**src/rtl/cpu_bus_pkg.sv**
```systemverilog
// Shared types and defaults for the CPU-to-memory bridge.
// Holds the bridge state encoding and the default timeout/error-data values.
package cpu_bus_pkg;

  typedef enum logic [1:0] {
    IDLE = 2'd0,
    WAIT = 2'd1,
    DONE = 2'd2
  } bus_state_e;

  localparam int unsigned DEFAULT_TIMEOUT  = 255;
  localparam logic [7:0]  DEFAULT_ERR_DATA = 8'hFF;

endpackage

```
**src/rtl/bus_timeout_cnt.sv**
```systemverilog
// Counts WAIT cycles without an acknowledge and flags the cycle that
// reaches LIMIT, so the bridge can abort a stuck backend access.
module bus_timeout_cnt #(
  parameter int unsigned LIMIT = 255
) (
  input  logic clk,
  input  logic rst_n,
  input  logic clear,
  input  logic enable,
  output logic expired
);

  logic [7:0] cnt_q, cnt_d;

  // NOTE: every always_comb output gets a default first, so no path can leave it unassigned and infer a latch.
  always_comb begin
    cnt_d = cnt_q;
    if (clear) begin
      cnt_d = '0;
    end else if (enable) begin
      cnt_d = cnt_q + 8'd1;
    end
  end

  // NOTE: state flops use non-blocking assignments so all flops sample their inputs at the same edge.
  always_ff @(posedge clk or negedge rst_n) begin
    if (!rst_n) begin
      cnt_q <= '0;
    end else begin
      cnt_q <= cnt_d;
    end
  end

  // cnt_q holds the number of earlier un-acked WAIT cycles, so LIMIT-1 marks the LIMIT-th one.
  assign expired = enable && (cnt_q == 8'(LIMIT - 1));

endmodule

```
**src/rtl/cpu_mem_bridge.sv**
```systemverilog
// Bridges a single-cycle CPU bus to a handshaked memory backend by stalling
// the CPU (rdy=0) while one access is outstanding, with timeout recovery.
module cpu_mem_bridge
  import cpu_bus_pkg::*;
#(
  parameter int unsigned TIMEOUT  = DEFAULT_TIMEOUT,
  parameter logic [7:0]  ERR_DATA = DEFAULT_ERR_DATA
) (
  input  logic        clk,
  input  logic        rst,
  input  logic [15:0] ab,
  input  logic        we,
  input  logic [7:0]  dout,
  output logic [7:0]  din,
  output logic        rdy,
  output logic        mem_req,
  output logic [15:0] mem_addr,
  output logic        mem_we,
  output logic [7:0]  mem_wdata,
  input  logic        mem_ack,
  input  logic [7:0]  mem_rdata,
  output logic        bus_err,
  output logic [31:0] stall_cnt,
  output logic [31:0] acc_cnt
);

  bus_state_e  state_q, state_d;
  logic        rdy_q, rdy_d;
  logic [7:0]  din_q, din_d;
  logic        mem_req_q, mem_req_d;
  logic [15:0] mem_addr_q, mem_addr_d;
  logic        mem_we_q, mem_we_d;
  logic [7:0]  mem_wdata_q, mem_wdata_d;
  logic        bus_err_q, bus_err_d;
  logic [31:0] stall_cnt_q, stall_cnt_d;
  logic [31:0] acc_cnt_q, acc_cnt_d;
  logic        tmo_expired;

  // Cleared in every non-WAIT cycle, which is always the cycle before WAIT is entered.
  bus_timeout_cnt #(.LIMIT(TIMEOUT)) u_timeout (
    .clk    (clk),
    .rst_n  (rst),
    .clear  (state_q != WAIT),
    .enable ((state_q == WAIT) && !mem_ack),
    .expired(tmo_expired)
  );

  always_comb begin
    state_d     = state_q;
    rdy_d       = rdy_q;
    din_d       = din_q;
    mem_req_d   = mem_req_q;
    mem_addr_d  = mem_addr_q;
    mem_we_d    = mem_we_q;
    mem_wdata_d = mem_wdata_q;
    bus_err_d   = 1'b0;
    stall_cnt_d = stall_cnt_q;
    acc_cnt_d   = acc_cnt_q;

    if (!rdy_q) begin
      stall_cnt_d = stall_cnt_q + 32'd1;
    end

    case (state_q)
      // The CPU presents an access in every ready cycle, so IDLE and DONE both launch one.
      IDLE, DONE: begin
        mem_addr_d  = ab;
        mem_we_d    = we;
        mem_wdata_d = dout;
        mem_req_d   = 1'b1;
        rdy_d       = 1'b0;
        state_d     = WAIT;
      end
      WAIT: begin
        if (mem_ack || tmo_expired) begin
          if (!mem_we_q) begin
            din_d = mem_ack ? mem_rdata : ERR_DATA;
          end
          bus_err_d = !mem_ack;
          mem_req_d = 1'b0;
          mem_we_d  = 1'b0;
          rdy_d     = 1'b1;
          acc_cnt_d = acc_cnt_q + 32'd1;
          state_d   = DONE;
        end
      end
      default: begin
        rdy_d     = 1'b1;
        mem_req_d = 1'b0;
        mem_we_d  = 1'b0;
        state_d   = IDLE;
      end
    endcase
  end

  always_ff @(posedge clk or negedge rst) begin
    if (!rst) begin
      state_q     <= IDLE;
      rdy_q       <= 1'b1;
      din_q       <= 8'h00;
      mem_req_q   <= 1'b0;
      mem_addr_q  <= 16'h0000;
      mem_we_q    <= 1'b0;
      mem_wdata_q <= 8'h00;
      bus_err_q   <= 1'b0;
      stall_cnt_q <= 32'd0;
      acc_cnt_q   <= 32'd0;
    end else begin
      state_q     <= state_d;
      rdy_q       <= rdy_d;
      din_q       <= din_d;
      mem_req_q   <= mem_req_d;
      mem_addr_q  <= mem_addr_d;
      mem_we_q    <= mem_we_d;
      mem_wdata_q <= mem_wdata_d;
      bus_err_q   <= bus_err_d;
      stall_cnt_q <= stall_cnt_d;
      acc_cnt_q   <= acc_cnt_d;
    end
  end

  assign din       = din_q;
  assign rdy       = rdy_q;
  assign mem_req   = mem_req_q;
  assign mem_addr  = mem_addr_q;
  assign mem_we    = mem_we_q;
  assign mem_wdata = mem_wdata_q;
  assign bus_err   = bus_err_q;
  assign stall_cnt = stall_cnt_q;
  assign acc_cnt   = acc_cnt_q;

endmodule

```
**config.mk**
```make
export PLATFORM = sky130hd
export DESIGN_NAME = cpu_mem_bridge
export DESIGN_NICKNAME = d
export VERILOG_FILES = /design/src/rtl/cpu_bus_pkg.sv /design/src/rtl/bus_timeout_cnt.sv /design/src/rtl/cpu_mem_bridge.sv
export SDC_FILE = /design/constraint.sdc
export NUM_CORES = 1
export LEC_CHECK = 0
export BUFFER_PORTS_ARGS = -buffer_cell sky130_fd_sc_hd__buf_2
export CORE_MARGIN = 1.5
export CORE_UTILIZATION = 50
export CTS_CLUSTER_DIAMETER = 150
export DETAILED_ROUTE_END_ITERATION = 10
export HOLD_SLACK_MARGIN = 0.1
export MAX_ROUTING_LAYER = met4
export PLACE_DENSITY_LB_ADDON = 0.12
export SLEW_MARGIN = 0
export SYNTH_ARGS = -nofsm -noshare
export SYNTH_HDL_FRONTEND = slang
export SYNTH_SLANG_ARGS = --single-unit
```
**constraint.sdc**
```tcl
create_clock -name clk -period 3.6 [get_ports clk]
set_input_delay 0.36 -clock clk [delete_from_list [all_inputs] [get_ports clk]]
set_output_delay 0.36 -clock clk [all_outputs]
set_load 0.02 [all_outputs]
```
==> results by stage <==
Run status:
- The run finished with clean final reports.

CTS:
- The clock passes through at most 2 buffers.
- In this run, CTS created clock tree buffers numbering 9.
- In this run the number of H-tree levels came out at 3.
- For this design, the sink count on the clock tree is 110.
- TritonCTS built the clock tree.
- After clock tree synthesis, the setup repair step added 0 buffers.
- The clock transition time at the flip-flop clock pins of the worst setup and hold paths is 110 ps.
- The cell chosen for the clock root is sky130_fd_sc_hd__clkbuf_8.
- For the worst-skew pair, the clock arrives at the later sink with an insertion delay of 370 ps.
- The number of gates resized after CTS was 0.

Logic synthesis:
- Summing the areas of all and, or, nand and nor instances in the mapped netlist gives 19.4% of the synthesized area.
- Summing every instance area after synthesis gives 4870 um2.
- The number of flops mapped to enable cells by yosys is 0.
- In the synthesized netlist, the number of instances is 395.
- The portion of synthesized area spent on multiplexers is 6.01%.
- The dominant cell type by area after synthesis is sky130_fd_sc_hd__dfrtp_1.
- The synthesized netlist devotes 2.62% of its cell area to compound gates.
- The fraction of the mapped netlist area in adder cells is 1.03%.
- In this run, synthesis produced a sequential element count of 110.
- The proportion of synthesized chip area in sequential cells is 56.6%.
- The share of the synthesized netlist area taken by xor and xnor gates is 12.1%.
- In the synthesized netlist the dominant register cell turns out to be sky130_fd_sc_hd__dfrtp_1.
- The main combinational cell family by area after synthesis is simple AND/OR/NAND/NOR gates.
- For this run, the number of Yosys warnings is 0.
- By instance count, the leading cell after synthesis is sky130_fd_sc_hd__dfrtp_1.
- Ranked by instance count, the synthesized netlist is headed by sky130_fd_sc_hd__dfrtp_1 (109), sky130_fd_sc_hd__xor2_1 (42), sky130_fd_sc_hd__mux2_2 (26).
- Counting flops with an async set or reset pin after synthesis yields a share of 100%.
- The per-instance average area after synthesis is 12.3 um2.
- Yosys attributes the largest share of cell area to sky130_fd_sc_hd__dfrtp_1 (56%), sky130_fd_sc_hd__xor2_1 (7.6%), sky130_fd_sc_hd__mux2_2 (6.0%).
- Synthesis produced a netlist with a net count of 435.
- In this run the biggest area consumer among cell types represents 56.0% of the synthesized area.
- The number of distinct library cells after synthesis is 41.

Worst setup path:
- The data arrival time of the critical path is 2630 ps.
- For this run, the slowest stage of the critical path takes 800 ps.
- The kind of end point of the critical path is a flip-flop.
- The critical path depth is 6.
- Along the worst path, the maximum fanout reaches 32.
- The category of the critical setup timing path is reg -> reg.
- Together, buffers and inverters on the worst path number 1.
- The kind of launch point of the worst setup path is a flip-flop.
- Walking the worst path, the cells encountered are inv_1 > ha_1 > nand3_1 > o21ba_2 > nor3_1 > o22a_1.
- The number of cells on the worst reg-to-reg path is 6.
- On the critical path, the stage with the largest delay is an instance of sky130_fd_sc_hd__nor3_1.
- The largest delay contributor family on the critical path is simple AND/OR/NAND/NOR gates.
- The required time of the critical path is 3910 ps.

Hold path:
- The worst hold path belongs to the class in -> reg.
- The worst hold path passes through 2 cells.

Placed design:
- The congestion estimate from routability-driven global placement came to 0.822.
- The HPWL after detailed placement is 6830 um.
- Port buffering added 135 buffers.
- The worst setup timing slack at the placement stage is 1300 ps.

Flow run:
- Max-cap violations in this run came to 0.

Die:
- The initial cell density of the core is 52.2%.
- The height of the die is 102 um.
- The floorplan step defined a die boundary enclosing 10300 um2.
- The die width is 102 um.
- The floorplan has 35 rows.
- The count of pins on the block boundary is 136.
- The core area is 9330 um2.

STA:
- The accumulated negative setup slack is 0 ps.
- At the pin with the least slew margin, the transition time is 910 ps.
- The setup-violating endpoint count in the final report is 0.
- The final count of pins violating max slew came to 0.
- Setup repair after global routing left no endpoint under its margin.
- The routed design could run at a clock period as short as 2320 ps.
- The share of the clock period used by the worst path is 64.5%.
- The worst hold slack across all endpoints is 213 ps.
- The final hold violation count is 0.
- The achievable clock frequency is 431 MHz.
- In this run the tightest slew margin relative to its limit is 38.9%.
- Clock skew on the completed layout was measured at 13.0 ps.
- The slack of the critical path is 1280 ps.

Power and ir drop:
- The cell area power density is 710 nW/um2.
- The worst supply voltage drop on vdd is 0.429 mV.
- The static power due to leakage is 2.62 nW.

Detailed routing:
- The total wire length after detailed routing is 9900 um.
- In this run the remaining antenna-violating nets after routing total 0.
- The average detailed-routed wire length per instance is 15.0 um.
- The initial DRC count is 119.
- In the routed design, unresolved DRC markers number 0.
- The count of TritonRoute iterations in the first routing pass is 4.
- The routed via count divided by cell count is 5.30.
- The total via count in the routed design is 3502.

Final layout:
- The filler cell count in the final layout is 781.
- The share of cells above drive strength 1 is 35.7%.
- The area added between synthesis and finish is 19.9%.
- The number of diodes is 0.
- The net count of the finished layout is 567.
- Cells fill 62.6% of the core in the end.

GRT:
- After global routing the overflow that remains totals 0.
- Entering global routing, the biggest net connects 111 pins.
- The number of antenna violations at the first check in global routing came to 0.
- For this run, the total global-route usage over all layers was measured as 20.4%.
- The first-pass GRT wire length is 16000 um.
- The via count of the first global-routing pass is 3363.
-- cell families (layout without fill, tap and decap cells) --
logic type	Yosys count	after routing
adder cells (fa/ha/maj)	4	4
AND/OR/NAND/NOR	149	149
XOR/XNOR	67	67
buffers and inverters	22	159
AO/OA/AOI/OAI	17	17
flip-flops	110	110
multiplexers	26	26
-- path summary, 6_finish.rpt --
check / endpoint / slack [ps] / start
max: din[6] / 1280 / u_timeout.cnt_q[0]
min: mem_addr[0] / 210 / ab[0]
max reg2reg: din[6] / 1280 / u_timeout.cnt_q[0]
min reg2reg: acc_cnt[31] / 470 / acc_cnt[31]
max in group asynchronous: acc_cnt[3] / 2560 / rst
min in group asynchronous: stall_cnt[15] / 610 / rst
-- through the flow --
stage                     power, W  area (um2)  instances
after global routing       0.00439        5840        661
after global placement     0.00343        5640        644
after detailed placement   0.00347        5640        644
final                      0.00414        5840        661
after floorplan            0.00295        4870        395
after CTS                  0.00419        5840        661
-- cell type report --
cell class / instances / area (um2) / share of cell area [%]
repair buffers: 138 / 716 / 12.3
flip-flops and latches: 110 / 2750 / 47.2
well taps: 129 / 161 / 2.77
inverters: 5 / 18.8 / 0.322
multi-input cells: 263 / 2000 / 34.3
clock buffers: 11 / 151 / 2.59
clock inverters: 5 / 33.8 / 0.579
-- placed cells by master (no fill, tap or decap), types with 3 or more instances in the layout --
cell / Yosys / routed
sky130_fd_sc_hd__dfrtp_1: 109 / 109
sky130_fd_sc_hd__ha_1: 4 / 4
sky130_fd_sc_hd__buf_2: 1 / 134
sky130_fd_sc_hd__xor2_1: 42 / 42
sky130_fd_sc_hd__o21ai_0: 3 / 3
sky130_fd_sc_hd__o22a_1: 8 / 8
sky130_fd_sc_hd__and3_1: 12 / 12
sky130_fd_sc_hd__mux2_2: 26 / 26
sky130_fd_sc_hd__nand3_1: 16 / 16
sky130_fd_sc_hd__and4_1: 8 / 8
sky130_fd_sc_hd__nand2_1: 23 / 23
sky130_fd_sc_hd__nor4_4: 4 / 4
sky130_fd_sc_hd__inv_1: 5 / 5
sky130_fd_sc_hd__nor3_1: 12 / 12
sky130_fd_sc_hd__a21oi_1: 3 / 3
sky130_fd_sc_hd__nor2_1: 14 / 14
sky130_fd_sc_hd__clkbuf_8: 0 / 11
sky130_fd_sc_hd__and2_1: 4 / 4
sky130_fd_sc_hd__xnor2_1: 25 / 25
sky130_fd_sc_hd__nand4b_1: 3 / 3
sky130_fd_sc_hd__nor4_2: 3 / 3
sky130_fd_sc_hd__nor4_1: 12 / 12
sky130_fd_sc_hd__or3_1: 3 / 3
sky130_fd_sc_hd__nand4_1: 23 / 23
-- what timing repair did --
| action | in CTS | in global routing |
|---|---|---|
| hold buffers | 1 | 0 |
| endpoints found under the hold margin | 91 | 0 |
| endpoints found under the setup margin | 0 | 0 |
-- report_power, final --
group | internal, W | total [W] | switching [W]
logic | 0.000612 | 0.00159 | 0.000977
registers | 0.00157 | 0.00185 | 0.000280
clock network | 0.000289 | 0.000700 | 0.000412
-- per-layer routing --
metal	global-route usage [%]	wire (um)	up-vias
li1	-	-	1669
met5	-	0	-
met1	27.1	4530	1711
met3	2.97	487	15
met4	8.65	165	0
met2	31.5	4720	107
-- sequential cells by signal (all words and copies together) (netlist names) --
register and flops:
acc_cnt 32, stall_cnt 32, mem_addr 16, din 8, mem_wdata 8, u_timeout.cnt_q 8
state_q 2, bus_err 1, mem_req 1, mem_we 1, rdy 1
Note: power is estimated with default switching activity, not from simulation.
